[src/rtl/thresholding_cfg_loader.sv]
// Streams threshold words into the thresholding_axi AXI-Lite write port, one AW/W/B transaction at a time.
// Optional feature macro: THRESH_CFG_LOADER_ERRCNT_EN (counts non-OKAY write responses on err_cnt).
module thresholding_cfg_loader #(
  parameter int N  = 2,
  parameter int K  = 8,
  parameter int C  = 4,
  parameter int PE = 2
) (
  input  logic                                    ap_clk,
  input  logic                                    ap_rst_n,
  input  logic                                    start,
  output logic                                    busy,
  output logic                                    done,
  input  logic                                    s_axis_tvalid,
  output logic                                    s_axis_tready,
  input  logic [31:0]                             s_axis_tdata,
  output logic                                    m_axilite_AWVALID,
  input  logic                                    m_axilite_AWREADY,
  output logic [$clog2(C/PE)+$clog2(PE)+N+1:0]    m_axilite_AWADDR,
  output logic                                    m_axilite_WVALID,
  input  logic                                    m_axilite_WREADY,
  output logic [31:0]                             m_axilite_WDATA,
  output logic [3:0]                              m_axilite_WSTRB,
  input  logic                                    m_axilite_BVALID,
  output logic                                    m_axilite_BREADY,
  input  logic [1:0]                              m_axilite_BRESP,
  output logic [15:0]                             err_cnt,
  output logic [2:0]                              dbg_state_o
);
  // Handshakes: a transfer happens on a rising ap_clk edge where VALID and READY are both high;
  // VALID and its payload never change while waiting for READY.
  localparam int T         = 2**N - 1;
  localparam int CF        = C / PE;
  localparam int CFB       = $clog2(CF);
  localparam int PEB       = $clog2(PE);
  localparam int ADDR_BITS = CFB + PEB + N + 2;
  localparam int CFW       = (CFB > 0) ? CFB : 1;
  localparam int PEW       = (PEB > 0) ? PEB : 1;

  localparam logic [N-1:0]   T_LAST  = N'(T - 1);
  localparam logic [PEW-1:0] PE_LAST = PEW'(PE - 1);
  localparam logic [CFW-1:0] CF_LAST = CFW'(CF - 1);

  localparam logic [2:0] S_IDLE  = 3'd0;
  localparam logic [2:0] S_FETCH = 3'd1;
  localparam logic [2:0] S_ADDR  = 3'd2;
  localparam logic [2:0] S_RESP  = 3'd3;
  localparam logic [2:0] S_DONE  = 3'd4;

  if (C % PE != 0) begin : g_cfg_check
    $error("thresholding_cfg_loader: C must be a multiple of PE");
  end

  logic [2:0]           state_q, state_d;
  logic [N-1:0]         t_q, t_d;
  logic [PEW-1:0]       pe_q, pe_d;
  logic [CFW-1:0]       cf_q, cf_d;
  logic                 awvalid_q, awvalid_d;
  logic                 wvalid_q, wvalid_d;
  logic                 aw_ok_q, aw_ok_d;
  logic                 w_ok_q, w_ok_d;
  logic [ADDR_BITS-1:0] awaddr_q, awaddr_d;
  logic [31:0]          wdata_q, wdata_d;

  logic [ADDR_BITS-1:0] word_addr;
  logic                 last_word;
  logic                 aw_acc, w_acc;

  // Unused counter fields (PE==1 or CF==1) stay at zero, so they contribute nothing to the address.
  assign word_addr = (ADDR_BITS'(cf_q) << (PEB + N + 2))
                   | (ADDR_BITS'(pe_q) << (N + 2))
                   | (ADDR_BITS'(t_q) << 2);
  assign last_word = (cf_q == CF_LAST) && (pe_q == PE_LAST) && (t_q == T_LAST);
  assign aw_acc    = aw_ok_q | (awvalid_q & m_axilite_AWREADY);
  assign w_acc     = w_ok_q | (wvalid_q & m_axilite_WREADY);

  always_comb begin
    state_d   = state_q;
    t_d       = t_q;
    pe_d      = pe_q;
    cf_d      = cf_q;
    awvalid_d = awvalid_q;
    wvalid_d  = wvalid_q;
    aw_ok_d   = aw_ok_q;
    w_ok_d    = w_ok_q;
    awaddr_d  = awaddr_q;
    wdata_d   = wdata_q;
    case (state_q)
      S_IDLE: begin
        if (start) begin
          state_d = S_FETCH;
          t_d     = '0;
          pe_d    = '0;
          cf_d    = '0;
        end
      end
      S_FETCH: begin
        if (s_axis_tvalid) begin
          wdata_d   = 32'(s_axis_tdata[K-1:0]);
          awaddr_d  = word_addr;
          awvalid_d = 1'b1;
          wvalid_d  = 1'b1;
          aw_ok_d   = 1'b0;
          w_ok_d    = 1'b0;
          state_d   = S_ADDR;
        end
      end
      S_ADDR: begin
        if (awvalid_q && m_axilite_AWREADY) begin
          awvalid_d = 1'b0;
          aw_ok_d   = 1'b1;
        end
        if (wvalid_q && m_axilite_WREADY) begin
          wvalid_d = 1'b0;
          w_ok_d   = 1'b1;
        end
        if (aw_acc && w_acc) state_d = S_RESP;
      end
      S_RESP: begin
        if (m_axilite_BVALID) begin
          if (last_word) begin
            state_d = S_DONE;
          end else begin
            state_d = S_FETCH;
            if (t_q == T_LAST) begin
              t_d = '0;
              if (pe_q == PE_LAST) begin
                pe_d = '0;
                cf_d = cf_q + CFW'(1);
              end else begin
                pe_d = pe_q + PEW'(1);
              end
            end else begin
              t_d = t_q + N'(1);
            end
          end
        end
      end
      S_DONE:  state_d = S_IDLE;
      default: state_d = S_IDLE;
    endcase
  end

  always_ff @(posedge ap_clk or negedge ap_rst_n) begin
    if (!ap_rst_n) begin
      state_q   <= S_IDLE;
      t_q       <= '0;
      pe_q      <= '0;
      cf_q      <= '0;
      awvalid_q <= 1'b0;
      wvalid_q  <= 1'b0;
      aw_ok_q   <= 1'b0;
      w_ok_q    <= 1'b0;
      awaddr_q  <= '0;
      wdata_q   <= '0;
    end else begin
      state_q   <= state_d;
      t_q       <= t_d;
      pe_q      <= pe_d;
      cf_q      <= cf_d;
      awvalid_q <= awvalid_d;
      wvalid_q  <= wvalid_d;
      aw_ok_q   <= aw_ok_d;
      w_ok_q    <= w_ok_d;
      awaddr_q  <= awaddr_d;
      wdata_q   <= wdata_d;
    end
  end

  assign busy              = (state_q == S_FETCH) || (state_q == S_ADDR) || (state_q == S_RESP);
  assign done              = (state_q == S_DONE);
  assign s_axis_tready     = (state_q == S_FETCH);
  assign m_axilite_BREADY  = (state_q == S_RESP);
  assign m_axilite_AWVALID = awvalid_q;
  assign m_axilite_WVALID  = wvalid_q;
  assign m_axilite_AWADDR  = awaddr_q;
  assign m_axilite_WDATA   = wdata_q;
  assign m_axilite_WSTRB   = 4'hF;
  assign dbg_state_o       = state_q;

`ifdef THRESH_CFG_LOADER_ERRCNT_EN
  logic [15:0] err_cnt_q;
  // Sticky across loads; only reset clears it.
  always_ff @(posedge ap_clk or negedge ap_rst_n) begin
    if (!ap_rst_n) begin
      err_cnt_q <= 16'h0;
    end else if ((state_q == S_RESP) && m_axilite_BVALID && (m_axilite_BRESP != 2'b00)
                 && (err_cnt_q != 16'hFFFF)) begin
      err_cnt_q <= err_cnt_q + 16'h1;
    end
  end
  assign err_cnt = err_cnt_q;
  logic unused_in;
  assign unused_in = ^s_axis_tdata;
`else
  assign err_cnt = 16'h0;
  logic unused_in;
  assign unused_in = ^{s_axis_tdata, m_axilite_BRESP};
`endif

endmodule

[config.mk]
export PLATFORM = sky130hd
export DESIGN_NAME = thresholding_cfg_loader
export DESIGN_NICKNAME = d
export VERILOG_FILES = /design/src/rtl/thresholding_cfg_loader.sv
export SDC_FILE = /design/constraint.sdc
export NUM_CORES = 1
export LEC_CHECK = 0
export ABC_AREA = 1
export ABC_CLOCK_PERIOD_IN_PS = 1500
export BUFFER_PORTS_ARGS = -buffer_cell sky130_fd_sc_hd__buf_4
export CORE_MARGIN = 1
export CORE_UTILIZATION = 35
export CTS_CLUSTER_SIZE = 28
export DETAILED_ROUTE_END_ITERATION = 6
export PLACE_DENSITY = 0.83
export SLEW_MARGIN = 15
export SYNTH_ARGS = -nofsm -noshare
export SYNTH_HDL_FRONTEND = slang
export SYNTH_SLANG_ARGS = --single-unit
export TNS_END_PERCENT = 1
[constraint.sdc]
create_clock -name ap_clk -period 1.5 [get_ports ap_clk]
set_input_delay 0.15 -clock ap_clk [delete_from_list [all_inputs] [get_ports ap_clk]]
set_output_delay 0.15 -clock ap_clk [all_outputs]
set_load 0.03 [all_outputs]
[Word-level counts from Yosys, hierarchy flattened]
Cells that the tools add are included.
Word-level totals
  register bits after elaboration: 25
  input port bits: 41
  output and inout port bits: 67
  logic and storage cells: 82
Operators by class
  add/sub/neg operators: 3
  eq/ne operators: 14
  multiplexer cells: 32
  bitwise logic cells: 6
  reduce and logical (&&, ||, !) cells: 17
Operators with widths (count)
  two-way mux 1 bit: 15
  two-way mux 3 bit: 5
  != test 2 bit, second input constant: 7
  case mux 1 bit (2 select lines): 6
  case mux 3 bit (4 select lines): 1
  two-way mux 2 bit: 4
  AND reduction 4 bit: 2
  == test 3 x 2 -> 1 bit, second input constant: 2
  bitwise OR 6 x 4 -> 6 bit: 1
  bitwise OR 6 x 5 -> 6 bit: 1
  AND reduction 3 bit: 2
  AND reduction 6 bit: 1
  logical AND 1 bit: 5
  AND reduction 5 bit: 1
  != test 2 x 1 -> 1 bit, second input constant: 2
  case mux 2 bit (2 select lines): 1
  nonzero test 2 bit: 2
  == test 3 x 1 -> 1 bit, second input constant: 1
  == test 3 bit, second input constant: 1
  logical NOT 3 bit: 1
  adder 1 bit, second input constant: 2
  adder 2 x 1 -> 2 bit, second input constant: 1
  bitwise AND 1 bit: 2
  == test 2 bit, second input constant: 1
  3 further kinds: 5

[Logic depth before layout (Yosys ltp)]
Gate-level depths: netlist of the first run.
  word-level depth: 6
  mapped depth: 8
  gate-level depth less buffers: 8

[Least setup slack after synthesis of the first run]
OpenSTA, ideal clock, no wires.
  path kind: register -> register
  start: reg state_q[0] (netlist: dbg_state_o[0])
  end: reg wdata_q[0] (netlist: m_axilite_WDATA[0])
  library setup time: 0.117 ns
  arrival: 1.520 ns
  required time: 1.383 ns
  slack: -0.136 ns
  cell stages (with the launch flop): 7
  buffers on the path: 1
  period minus slack after synthesis: 1.636 ns
  cells stage by stage: dfrtp_1 inv_1 nor3_4 nand2_2 buf_2 nand2_1 nand2_1
On the way
  longest elaborated chain between the ends: 2
RTL lines
  from (decl): RTL line 54  | logic [2:0] state_q, state_d;
  from (signal assigned): RTL line 157  | state_q <= state_d;
  == test 3 x 1 -> 1 bit
  net s_axis_tready: RTL line 15  | output logic s_axis_tready,
  AND reduction 2 bit (no line)
  to (signal assigned): RTL line 166  | wdata_q <= wdata_d;
  to (decl): RTL line 63  | logic [31:0] wdata_q, wdata_d;
The timed path passes the listed nets, and every way through them passes these cells.
A chain may end at the register's enable or synchronous reset.

[Worst setup path after layout of the first run]
  start: reg state_q[0] (netlist: dbg_state_o[0])
  end: reg awaddr_q[3] (netlist: m_axilite_AWADDR[3])
On the way
  longest elaborated chain between the ends: 2
RTL lines
  == test 3 x 1 -> 1 bit: RTL line 88  | case (state_q)
  AND reduction 2 bit (no line)
  to (signal assigned): RTL line 165  | awaddr_q <= awaddr_d;
  to (decl): RTL line 62  | logic [ADDR_BITS-1:0] awaddr_q, awaddr_d;
Every way passes these cells.

==> metrics.md, run 1 <==
| Metric | Value |
|---|---|
| Diode count | 0 |
| Pin count of the biggest net entering global routing | 24 |
| Timing startpoint of the critical path | dbg_state_o[0] |
| Vias in the first global route | 918 |
| GP Congestion | 0.765 |
| Drt first pass iters | 4 |
| RSZ-0062 raised after global routing | no |
| Post-synthesis sequential element count | 23 |
| Die Ht | 66.3 um |
| Post-synth EDFFs | 0 |
| HP Class | in -> reg |
| TritonCTS Buffers | 3 |
| R2R Setup Slk | 0.13 ns |
| Max_cap viols | 0 |
| Mapped Area | 1450 um2 |
| Clk buf depth | 2 |
| Final #Nets | 266 |
| CP Capture Point | m_axilite_AWADDR[3] |
| Max IR drop VDD | 1.18 mV |
| Status | finished clean |
| Core area | 3800 um2 |
| Die width | 66.3 um |
| Final Critical Period | 1.37 ns |
| Net Sw Power | 1.74 mW |
| First-pass GRT wire length | 4110 um |
| Final setup vio count | 0 |
| Required time worst endpoint | 1.64 ns |
| Buffers on Ports | 35 |
| Logic pwr share | 57.2% |
| Number of clock sinks | 23 |
| Fin Hold WS | 0.0768 ns |
| Startpoint types | register |
| Lkg Pwr | 0.935 nW |
| Ys flop type | dfrtp_1 |
| Syn_area_per_cell | 7.73 um2 |
| Fmax | 728 MHz |
| CP max FO | 11 |
| Clk slew on worst S/H paths | 0.08 ns |
| DP Wirelength | 1970 um |
| Critical path class | reg -> reg |
| Row count | 22 |
| Pwr dens | 2110 nW/um2 |
| Gr usage total | 12.4% |
| FF-to-FF End | m_axilite_AWADDR[3] |
| Cells after Synth | 187 |
| Seq pwr share | 31.8% |
| Internal power | 1.72 mW |
| Final worst setup slack | 0.127 ns |
| Drt first-iter violations | 15 |
| CTS tree | yes |
| Seq/Total Area, Yosys | 39.8% |
| Die Area | 4390 um2 |
| Vias | 1128 |
| Layout cells sized above 1 | 25.0% |
| Post-Route WL | 2550 um |
| CP endpoint kind | register |
| Most frequent cells in the layout | 58 x nand2_1, 46 x conb_1, 36 x buf_4 |
| Initial antenna violation count | 0 |
| Synth unique cells | 21 |
| Worst Hold Path Cells | 3 |
| Worst Path Arrival | 1.52 ns |
| Slew Viols, Final | 0 |
| R2R Path Start | dbg_state_o[0] |
| Most common cell after layout, fill and taps aside | nand2_1 |
| Reg2reg path depth | 6 |
| Final antenna-violating net count | 0 |
| Starting Density | 38.0% |
| Sw frac | 50.3% |
| Yosys warnings | 0 |
| Final period util | 91.5% |
| Setup Skew | 0.00434 ns |
| Root Buffer | clkbuf_8 |
| Routed vias/inst | 4.15 |
| Clock power share | 11.0% |
| Synth-to-Final Area Change | 13.9% |
| Ports | 108 |
| Final Total Pwr | 3.47 mW |
| Final Hold Viols | 0 |
| GRT Residual Overflow | 0 |
| Post-route DRC | 0 |
| Async S/R FF share, synth | 100% |
| Htree depth | 1 |
| Post-DR wirelength/cell | 9.39 um |
| Place WS | 0.129 ns |
| Clock Latency Late Sink | 0.26 ns |
==> layer usage <==
metal / wire [um] / global-route usage, %
met5: 0 / 0
met4: 17 / 3.99
met3: 204 / 3.62
met2: 1190 / 20.0
met1: 1140 / 15.7
==> Yosys cell counts (2+ instances only) <==
cell     number  share of area [%]
o21ai_0       8                2.8
dfrtp_1      23                 40
nand2_2       6                2.6
nand2_1      58                 15
nand3_1       6                2.1
nor2_1        9                2.3
o21ai_1       2               0.69
inv_2         4                1.0
buf_4        46                 24
a21oi_1       2               0.69
inv_1        11                2.9
conb_1        2               0.52
nor3_1        2               0.69
==> cell families after synthesis <==
logic type	share of synthesized area, %
AOI/OAI and AO/OA	5.11
DFF	39.8
and+or+nand+nor	25.6
other	0.520
buffers and inverters	28.9
==> state kept, by name (all words and copies together) (netlist names) <==
register / count
m_axilite_WDATA: 8
m_axilite_AWADDR: 4
dbg_state_o: 3
cf_q: 1
m_axilite_AWVALID: 1
pe_q: 1
m_axilite_WVALID: 1
w_ok_q: 1
aw_ok_q: 1
t_q: 2
==> area by class of cell <==
type                       instances  area (um2)
fill                             390        2150
multi-input combinational        145         622
sequential                        23         579
timing repair buffer              37         280
tap                               48        60.1
inverter                          15        58.8
clock buffer                       4        45.0
==> power groups by stage <==
stage	Clock (mW)	Sequential (mW)	Combinational, mW
after floorplan	0	1.47	1.11
after global placement	0	1.10	1.94
after global routing	0.420	1.14	2.19
final	0.382	1.10	1.98
after CTS	0.389	1.10	1.99
after detailed placement	0	1.10	1.99
==> repair_timing <==
item	4_1_cts	5_1_grt
setup endpoints to repair	0	2
endpoints found under the hold margin	23	0
gates resized for setup	0	2
hold buffers	1	0
buffers inserted	0	0
==> how the worst min path moves through the flow <==
| stage | from | endpoint | slack [ns] |
|---|---|---|---|
| after floorplan | ap_rst_n | aw_ok_q | -0.15 |
| after CTS | s_axis_tdata[4] | m_axilite_WDATA[4] | 0.07 |
| after global routing | s_axis_tdata[0] | m_axilite_WDATA[0] | 0.08 |
| final | s_axis_tdata[1] | m_axilite_WDATA[1] | 0.08 |
| after detailed placement | ap_rst_n | m_axilite_AWADDR[3] | 0.06 |
| after global placement | ap_rst_n | m_axilite_AWADDR[4] | 0.06 |
==> through the flow <==
stage / setup TNS, ns / std cells / util [%] / cell area (um2)
after floorplan: -0.166 / 231 / - / 1620
after global placement: 0 / 267 / 41.8 / 1590
after detailed placement: 0 / 267 / 41.8 / 1590
after CTS: 0 / 272 / 43.2 / 1640
after global routing: 0 / 272 / 43.3 / 1650
final: 0 / 272 / 43.3 / 1650
==> worst max-delay path, stage by stage, from the launching register on <==
cell and delay [ns]:
dfrtp_2 0.44, inv_2 0.07, nor3_4 0.21, nand2_2 0.18, buf_4 0.22, nand2_1 0.06, o21ai_0 0.07
Note: power is estimated with default switching activity, not from simulation.
==> inputs of run 2 (changes only) <==
--- a/config.mk
+++ b/config.mk
@@ -6,7 +6,7 @@
 export NUM_CORES = 1
 export LEC_CHECK = 0
 export ABC_AREA = 1
-export ABC_CLOCK_PERIOD_IN_PS = 1500
+export ABC_CLOCK_PERIOD_IN_PS = 1400
 export BUFFER_PORTS_ARGS = -buffer_cell sky130_fd_sc_hd__buf_4
 export CORE_MARGIN = 1
 export CORE_UTILIZATION = 35
==> constraint.sdc (replaced) <==
create_clock -name ap_clk -period 1.4 [get_ports ap_clk]
set_input_delay 0.14 -clock ap_clk [delete_from_list [all_inputs] [get_ports ap_clk]]
set_output_delay 0.14 -clock ap_clk [all_outputs]
set_load 0.03 [all_outputs]
==> run 2 against run 1 <==
Routed wire length fell by 2.8%. Critical path type is now reg -> out. Register-to-register slack worse by 0.02 ns. Sequential share of layout area down 0.21 points. Clock power up 8.6%. Clock-buffer cell count is the same. Core utilization up 0.26 points. Non-clock buffer count increased by 1. Worst hold slack lost 0.013 ns. Power increased by 7.3%. Largest cell class unchanged.
==> metrics.md, run 2 (synthesis gave the netlist of run 1 again) <==
| Metric | Value |
|---|---|
| Die width | 66.3 um |
| GP Congestion | 0.766 |
| Most common cell after layout, fill and taps aside | nand2_1 |
| Worst Path Arrival | 1.20 ns |
| CP max FO | 9 |
| CP max stage cell | dfrtp_2 |
| Number of clock sinks | 23 |
| Drt first-iter violations | 18 |
| Vias in the first global route | 903 |
| Worst Hold Path Cells | 3 |
| Row count | 22 |
| Startpoint types | register |
| Routed vias/inst | 4.08 |
| Layout cells sized above 1 | 25.8% |
| Internal power | 1.86 mW |
| HP Class | in -> reg |
| CP Capture Point | m_axilite_BREADY |
| GRT Residual Overflow | 0 |
| Starting Density | 38.0% |
| Max_cap viols | 0 |
| Final Core Density | 43.6% |
| DP Wirelength | 1940 um |
| Gr usage total | 12.3% |
| CTS tree | yes |
| Place WS | 0.0815 ns |
| Logic pwr share | 57.1% |
| Drt first pass iters | 4 |
| Clock Latency Late Sink | 0.26 ns |
| Setup Skew | 0.00114 ns |
| Post-DR wirelength/cell | 9.09 um |
| Max reg flops | 8 |
| Reg2reg path depth | 7 |
| Net Sw Power | 1.86 mW |
| Final Hold Viols | 0 |
| Crit. path cell count | 3 |
| Post-Route WL | 2480 um |
| Root Buffer | clkbuf_8 |
| Core area | 3800 um2 |
| Final Total Pwr | 3.72 mW |
| Fmax | 746 MHz |
| WL met3 | 178 um |
| Post-route DRC | 0 |
| Final period util | 95.8% |
| Ports | 108 |
| Final Critical Period | 1.34 ns |
| Required time worst endpoint | 1.26 ns |
| R2R Path Start | dbg_state_o[2] |
| Max Used Layer | met4 |
| Die Area | 4390 um2 |
| CP endpoint kind | primary output |
| Sw frac | 50.0% |
| Vias | 1113 |
| Cell chain of the critical path | nand2_2, nor2_4, buf_4 |
| Clk buf depth | 2 |
| RSZ-0062 raised after global routing | yes |
| Seq pwr share | 31.7% |
| FF-to-FF End | dbg_state_o[0] |
| Htree depth | 1 |
| Critical path class | reg -> out |
| Fin Hold WS | 0.0642 ns |
| Most frequent cells in the layout | 58 x nand2_1, 46 x conb_1, 37 x buf_4 |
| CP top delay family | flip-flops |
| TritonCTS Buffers | 3 |
| Buffers on Ports | 35 |
| Pwr dens | 2250 nW/um2 |
| Lkg Pwr | 0.940 nW |
| Diode count | 0 |
| Largest stage delay on the critical path | 0.46 ns |
| Final antenna-violating net count | 0 |
| R2R Setup Slk | 0.11 ns |
| First-pass GRT wire length | 4030 um |
| Synth-to-Final Area Change | 14.5% |
| Clk slew on worst S/H paths | 0.08 ns |
| Slew Viols, Final | 0 |
| Initial antenna violation count | 0 |
| Max IR drop VDD | 1.15 mV |
| Final worst setup slack | 0.0587 ns |
| Pin count of the biggest net entering global routing | 24 |
| Clock power share | 11.2% |
| Final setup vio count | 0 |
| Timing startpoint of the critical path | dbg_state_o[1] |
| Met2 WL | 1180 um |
| Status | finished clean |
| Worst path buffer plus inverter count | 1 |
| Die Ht | 66.3 um |
| Final #Nets | 267 |
| M1 WL | 1090 um |
run 2: cell count changes in the layout (fill, tap and decap cells not counted):
cell    previous run  this run
nor2_1             9         8
nor2_2             0         1
buf_4             36        37
run 2: power groups by stage:
stage / Clock, mW / Sequential, mW / Combinational, mW
6_report: 0.415 / 1.18 / 2.13
5_1_grt: 0.451 / 1.23 / 2.35
4_1_cts: 0.422 / 1.18 / 2.13
3_5_place_dp: 0 / 1.18 / 2.13
3_3_place_gp: 0 / 1.18 / 2.08
2_1_floorplan: 0 / 1.57 / 1.19
run 2: final cells by class:
class | count | area (um2)
fill | 398 | 2140
sequential | 23 | 579
tap | 48 | 60.1
multi-input combinational | 145 | 624
inverter | 15 | 58.8
timing repair buffer | 38 | 288
clock buffer | 4 | 45.0
run 2: worst min path at each step:
stage | start | end
floorplan | ap_rst_n | aw_ok_q
global placement | ap_rst_n | m_axilite_AWADDR[3]
detailed placement | ap_rst_n | m_axilite_AWADDR[2]
CTS | s_axis_tdata[4] | m_axilite_WDATA[4]
global route | s_axis_tdata[0] | m_axilite_WDATA[0]
finish | s_axis_tdata[4] | m_axilite_WDATA[4]
run 2: worst register-to-register path, cell delays in order, from the launching register on:
cell	delay, ns
dfrtp_2	0.45
inv_2	0.08
nand3_1	0.20
inv_1	0.12
nand2_1	0.08
nand2_1	0.05
o21ai_0	0.14
nand2_1	0.06
run 2: metrics by stage:
step	TNS [ns]	instances	instance area, um2
floorplan	-1.28	231	1620
global placement	0	268	1590
detailed placement	0	268	1590
CTS	0	273	1650
global route	-0.0545	273	1660
finish	0	273	1660
run 2: layer usage:
metal / GRT usage (%) / up-vias
li1: - / 557
met1: 16.4 / 499
met2: 18.6 / 52
met3: 3.62 / 5
met4: 4.79 / 0
met5: 0 / -
run 2: timing repair:
action | in CTS | in global routing
hold buffers | 1 | 0
endpoints found under the setup margin | 0 | 6
resized for setup | 0 | 3
hold endpoints to repair | 23 | 0
setup buffers | 0 | 0
